===== src/rtl/mc_state_seq.sv =====
// mc_state_seq: control-state register for the multicycle CPU control unit.
// Holds the current control state. The next state comes from a
// hold/load/increment/fetch op, or from a DEPTH-entry LIFO used to save and
// restore state around trap entry and return.
// Optional feature macro: STATESEQ_WATCHDOG_EN. When it is defined, a
// watchdog forces FETCH once the state has been held for WD_LIMIT unstalled
// cycles.
module mc_state_seq #(
   parameter int unsigned      WIDTH       = 4,
   parameter int unsigned      DEPTH       = 4,
   parameter logic [WIDTH-1:0] RESET_STATE = '0,
   parameter int unsigned      WD_LIMIT    = 64
) (
   input  logic             clk,
   input  logic             rst,
   input  logic             stall,
   input  logic [1:0]       op,
   input  logic [WIDTH-1:0] din,
   input  logic             push,
   input  logic             pop,
   output logic [WIDTH-1:0] state_q,
   output logic             stk_empty,
   output logic             stk_full,
   output logic             stk_err,
   output logic             wd_timeout
);

   // sp counts 0..DEPTH. The stack index only needs to address DEPTH entries.
   localparam int unsigned SPW = $clog2(DEPTH + 1);
   localparam int unsigned AW  = (DEPTH > 1) ? $clog2(DEPTH) : 1;

   typedef enum logic [1:0] {
      OpHold  = 2'b00,
      OpLoad  = 2'b01,
      OpInc   = 2'b10,
      OpFetch = 2'b11
   } op_e;

   logic [SPW-1:0]   sp_q, sp_d;
   logic [WIDTH-1:0] stack_q [DEPTH];
   logic [WIDTH-1:0] state_d, nxt_state, top;
   logic [AW-1:0]    top_idx, push_idx, stk_widx;
   logic             stk_we;
   logic             err_d, wd_d;
   logic             wd_fire, pop_eff;

   assign stk_empty = (sp_q == '0);
   assign stk_full  = (sp_q == SPW'(DEPTH));
   assign top_idx   = AW'(sp_q - SPW'(1));
   assign push_idx  = AW'(sp_q);
   assign top       = stack_q[top_idx];

   // Candidate next state before any watchdog override; a pop of a non-empty stack wins over op
   always_comb begin
      nxt_state = state_q;
      unique case (op_e'(op))
         OpHold:  nxt_state = state_q;
         OpLoad:  nxt_state = din;
         OpInc:   nxt_state = state_q + WIDTH'(1);
         OpFetch: nxt_state = RESET_STATE;
      endcase
      if (pop && !stk_empty) begin
         nxt_state = top;
      end
   end

`ifdef STATESEQ_WATCHDOG_EN
   localparam int unsigned WDW = $clog2(WD_LIMIT + 1);
   logic [WDW-1:0] wd_cnt_q, wd_cnt_d;

   // Count unstalled cycles without a state change; fire when the count would hit WD_LIMIT
   always_comb begin
      wd_fire  = 1'b0;
      wd_cnt_d = wd_cnt_q;
      if (!stall) begin
         if (nxt_state != state_q) begin
            wd_cnt_d = '0;
         end else if (wd_cnt_q == WDW'(WD_LIMIT - 1)) begin
            wd_fire  = 1'b1;
            wd_cnt_d = '0;
         end else begin
            wd_cnt_d = wd_cnt_q + WDW'(1);
         end
      end
   end

   // Watchdog counter register
   always_ff @(posedge clk) begin
      if (rst) wd_cnt_q <= '0;
      else     wd_cnt_q <= wd_cnt_d;
   end
`else
   logic unused_wd_limit;
   assign unused_wd_limit = ^WD_LIMIT;
   assign wd_fire         = 1'b0;
`endif

   // A watchdog FETCH leaves the stack alone, so it cancels the pop but not a push
   assign pop_eff = pop & ~wd_fire;

   // Next state, stack pointer, stack write and error flag
   always_comb begin
      state_d   = state_q;
      sp_d      = sp_q;
      err_d     = stk_err;
      wd_d      = 1'b0;
      stk_we    = 1'b0;
      stk_widx  = push_idx;
      if (!stall) begin
         state_d = wd_fire ? RESET_STATE : nxt_state;
         wd_d    = wd_fire;
         if (pop_eff && !stk_empty) begin
            if (push) begin
               // Swap: top takes the old state, sp unchanged
               stk_we   = 1'b1;
               stk_widx = top_idx;
            end else begin
               sp_d = sp_q - SPW'(1);
            end
         end else if (push) begin
            if (!stk_full) begin
               stk_we = 1'b1;
               sp_d   = sp_q + SPW'(1);
            end else begin
               err_d = 1'b1;
            end
         end
         if (pop && stk_empty) begin
            err_d = 1'b1;
         end
      end
   end

   // Control registers
   always_ff @(posedge clk) begin
      if (rst) begin
         state_q    <= RESET_STATE;
         sp_q       <= '0;
         stk_err    <= 1'b0;
         wd_timeout <= 1'b0;
      end else begin
         state_q    <= state_d;
         sp_q       <= sp_d;
         stk_err    <= err_d;
         wd_timeout <= wd_d;
      end
   end

   // Stack storage; contents need no reset since sp gates every read
   always_ff @(posedge clk) begin
      if (!rst && stk_we) begin
         stack_q[stk_widx] <= state_q;
      end
   end

endmodule


===== config.mk =====
export PLATFORM = sky130hd
export DESIGN_NAME = mc_state_seq
export DESIGN_NICKNAME = d
export VERILOG_FILES = /design/src/rtl/mc_state_seq.sv
export SDC_FILE = /design/constraint.sdc
export NUM_CORES = 1
export LEC_CHECK = 0
export ABC_AREA = 1
export CAP_MARGIN = 20
export CORE_MARGIN = 2
export CORE_UTILIZATION = 57
export DETAILED_ROUTE_END_ITERATION = 10
export HOLD_SLACK_MARGIN = 0.08
export PLACE_DENSITY_LB_ADDON = 0.08
export SETUP_SLACK_MARGIN = 0.5
export SYNTH_ARGS = -nofsm -noshare
export SYNTH_HDL_FRONTEND = slang
export SYNTH_SLANG_ARGS = --single-unit

===== constraint.sdc =====
create_clock -name clk -period 3.7 [get_ports clk]
set_input_delay 0.74 -clock clk [delete_from_list [all_inputs] [get_ports clk]]
set_output_delay 0.74 -clock clk [all_outputs]
set_load 0.02 [all_outputs]

==> reports/metrics.csv <==
stage;metric;value;unit
place;place_area;1500;um^2
drt;drt-vias-per-instance;5.32;
yosys;synth_area_leaders;edfxtp_1 36%, dfxtp_1 12%, nand2_1 12%, nor2_1 6.5%, inv_1 5.1%;
setup_path;critical-path-max-stage-delay;590;ps
power;total_power;649;uW
drt;routed_wl;2.63;mm
setup_path;cpLargestDelayFamily;buffers and inverters;
drt;dr.pass1.iters;4;
setup_path;worst_setup_path_end_kind;primary output;
clock_network;holdBufCountCts;0;
timing;fin_ws;742;ps
die;start_util;60.1;%
layout;multi_input_area;571;um^2
layout;syn_to_final_growth;16.7;%
clock_network;clk_pin_slew;120;ps
yosys;synth-edff-count;16;
setup_path;r2r_setup_slack;1090;ps
clock_network;clkSinkCount;24;
layout;layout-drive-gt1-share;8.99;%
layout;nFillCells;190;
timing;whs;460;ps
yosys;synthTopCellsByCount;41 x nand2_1, 23 x nor2_1, 18 x inv_1;
drt;drt_iter0_drc;38;
layout;register_area;641;um^2
yosys;synth-seq-area-share;48.2;%
layout;layoutNonFillerInstCount;206;
timing;hold_viol;0;
yosys;netlist_instances;162;
timing;period_minus_slack;2960;ps
outcome;status;complete, no violations;
clock_network;post_cts_resized;0;
yosys;synthDistinctLibCells;31;
setup_path;worstRegToRegCells;6;
yosys;synthArstFlopShare;0;%
yosys;avgSynthCellArea;8.20;um^2
place;io_buffers;17;
setup_path;crit_required;2960;ps
yosys;netlist_area;1330;um^2
power;power_density;418;nW/um^2
die;rows;17;
drt;drc_errors;0;
drt;drt-wirelength-per-cell;12.8;um
setup_path;cp.arrival;2220;ps
yosys;ys_ff_latch;24;
timing;finalClockSkew;4.82;ps
setup_path;cp_max_fo;12;
setup_path;crit_path_frequent_cell;inv_1;
grt;antenna_found_initial;0;
hold_path;min_path_cells;2;
setup_path;cp.buffers_inverters;3;
place;pre_cts_slack;1100;ps
timing;timing.fmax;338;MHz
grt;grt_util_all_layers;22.1;%
clock_network;clockRootBuffer;clkbuf_4;
timing;finalCritPeriodShare;79.9;%
job;maxCapViolCount;0;
timing;slew_viol_final;0;
layout;final_area;1550;um^2
layout;final_core_util;70.1;%
place;place_congestion;0.860;
yosys;yosys.cell_count.top_type;nand2_1;
grt;grt_pass1_wl;4.35;mm
yosys;synthesis.nets;177;
die;dieHeight;52.3;um
yosys;synthFlopType;edfxtp_1;
clock_network;clock_path_buffers;2;
place;dpl.hpwl;1.96;mm
timing;setup_viol;0;
layout;nets;194;
setup_path;r2r_start;sp_q[0];
hold_path;hp-class;reg -> reg;
timing;rsz0062_at_grt;false;
grt;overflow;0;
yosys;ys_warn_count;0;
setup_path;cp_slowest_cell;dfxtp_1;
die;core;2210;um^2
setup_path;crit_chain;inv_1 -> ha_1 -> nand2_1 -> inv_1 -> clkdlybuf4s50_1;
clock_network;cts_tree;built;
hold_path;hold_path_end;stk_err;
clock_network;postCtsSetupBuffers;0;
timing;timing.setup.tns;0;ps
drt;drtAntennaViolNets;0;
clock_network;htreeDepth;1;
clock_network;cts_buffers;3;
setup_path;start_kind;register;
hold_path;hp-start;stk_err;
die;dieArea;2730;um^2
setup_path;crit_path_start;sp_q[0];
grt;grt_pass1_vias;961;
clock_network;insertion_delay;310;ps
grt;grt_max_degree;15;
layout;diodes;0;
power;peakVddDrop;0.287;mV
die;die_width;52.3;um
yosys;synth_largest_area_cell;edfxtp_1;
setup_path;path_class;reg -> out;
drt;vias;1095;
yosys;synth.top_cell.area_share;36.2;%
place;dp_cells;202;
setup_path;r2r-end;stack_q[0][0];
power;power_leakage;0.675;nW
die;ios;19;
-- per-layer routing --
layer	GRT usage, %	part of all wire, %	up-vias
met3	2.00	4.8	4
met2	34.0	47	29
met1	32.7	47	510
li1	-	-	552
met4	7.69	1.1	0
met5	0	0	-
-- worst max path at each step --
stage                          to  slack [ps]  depth (start not counted)
floorplan           stack_q[1][0]        1840                         11
global placement         stk_full        1080                          5
detailed placement       stk_full        1100                          5
CTS                      stk_full         740                          5
global route             stk_full         590                          5
finish                   stk_full         740                          5
-- placed cells by master (no fill, tap or decap), types with 2 or more instances in the layout --
master and n:
nand2_4 2, ha_1 4, o21ai_1 2, inv_1 18, a21oi_1 5, clkbuf_4 3, nor3_1 2, o21ai_0 5
nand3_2 2, nand3_1 13, clkdlybuf4s50_1 17, nand2_1 41, nor2_1 23, a21oi_2 2, dfxtp_1 8, edfxtp_1 16
xor2_1 2
-- final cells by class --
cell class | count | share of cell area [%]
Multi-Input combinational cell | 112 | 36.8
Clock buffer | 3 | 1.45
Sequential cell | 24 | 41.3
Tap cell | 28 | 2.26
Timing Repair Buffer | 17 | 11.0
Clock inverter | 1 | 1.94
Inverter | 21 | 5.25
-- worst min-delay path, delay by kind of cell (launching register included) --
kind	cells	cell delay, ps
DFF	1	330
AOI/OAI and AO/OA	1	50
buffers and inverters	1	50
-- registers in the layout, summed over array words and instances, names as in the netlist --
name     count
state_q      4
stack_q     16
sp_q         3
stk_err      1
-- report_power, final --
part / leakage, nW / total, mW / internal, mW / switching, mW
registers: 0.215 / 0.315 / 0.299 / 0.0166
logic: 0.432 / 0.147 / 0.0578 / 0.0891
clock network: 0.0279 / 0.186 / 0.109 / 0.0767
total: 0.675 / 0.649 / 0.466 / 0.182
-- cells by family after synthesis --
| kind of cell | share of synthesized area (%) |
|---|---|
| buffers and inverters | 8.85 |
| AO/OA/AOI/OAI | 7.63 |
| other | 0.282 |
| flip-flops | 48.2 |
| adder cells (fa/ha/maj) | 3.77 |
| AND/OR/NAND/NOR | 29.3 |
| XOR/XNOR | 1.98 |
Note: power is estimated with default switching activity, not from simulation.
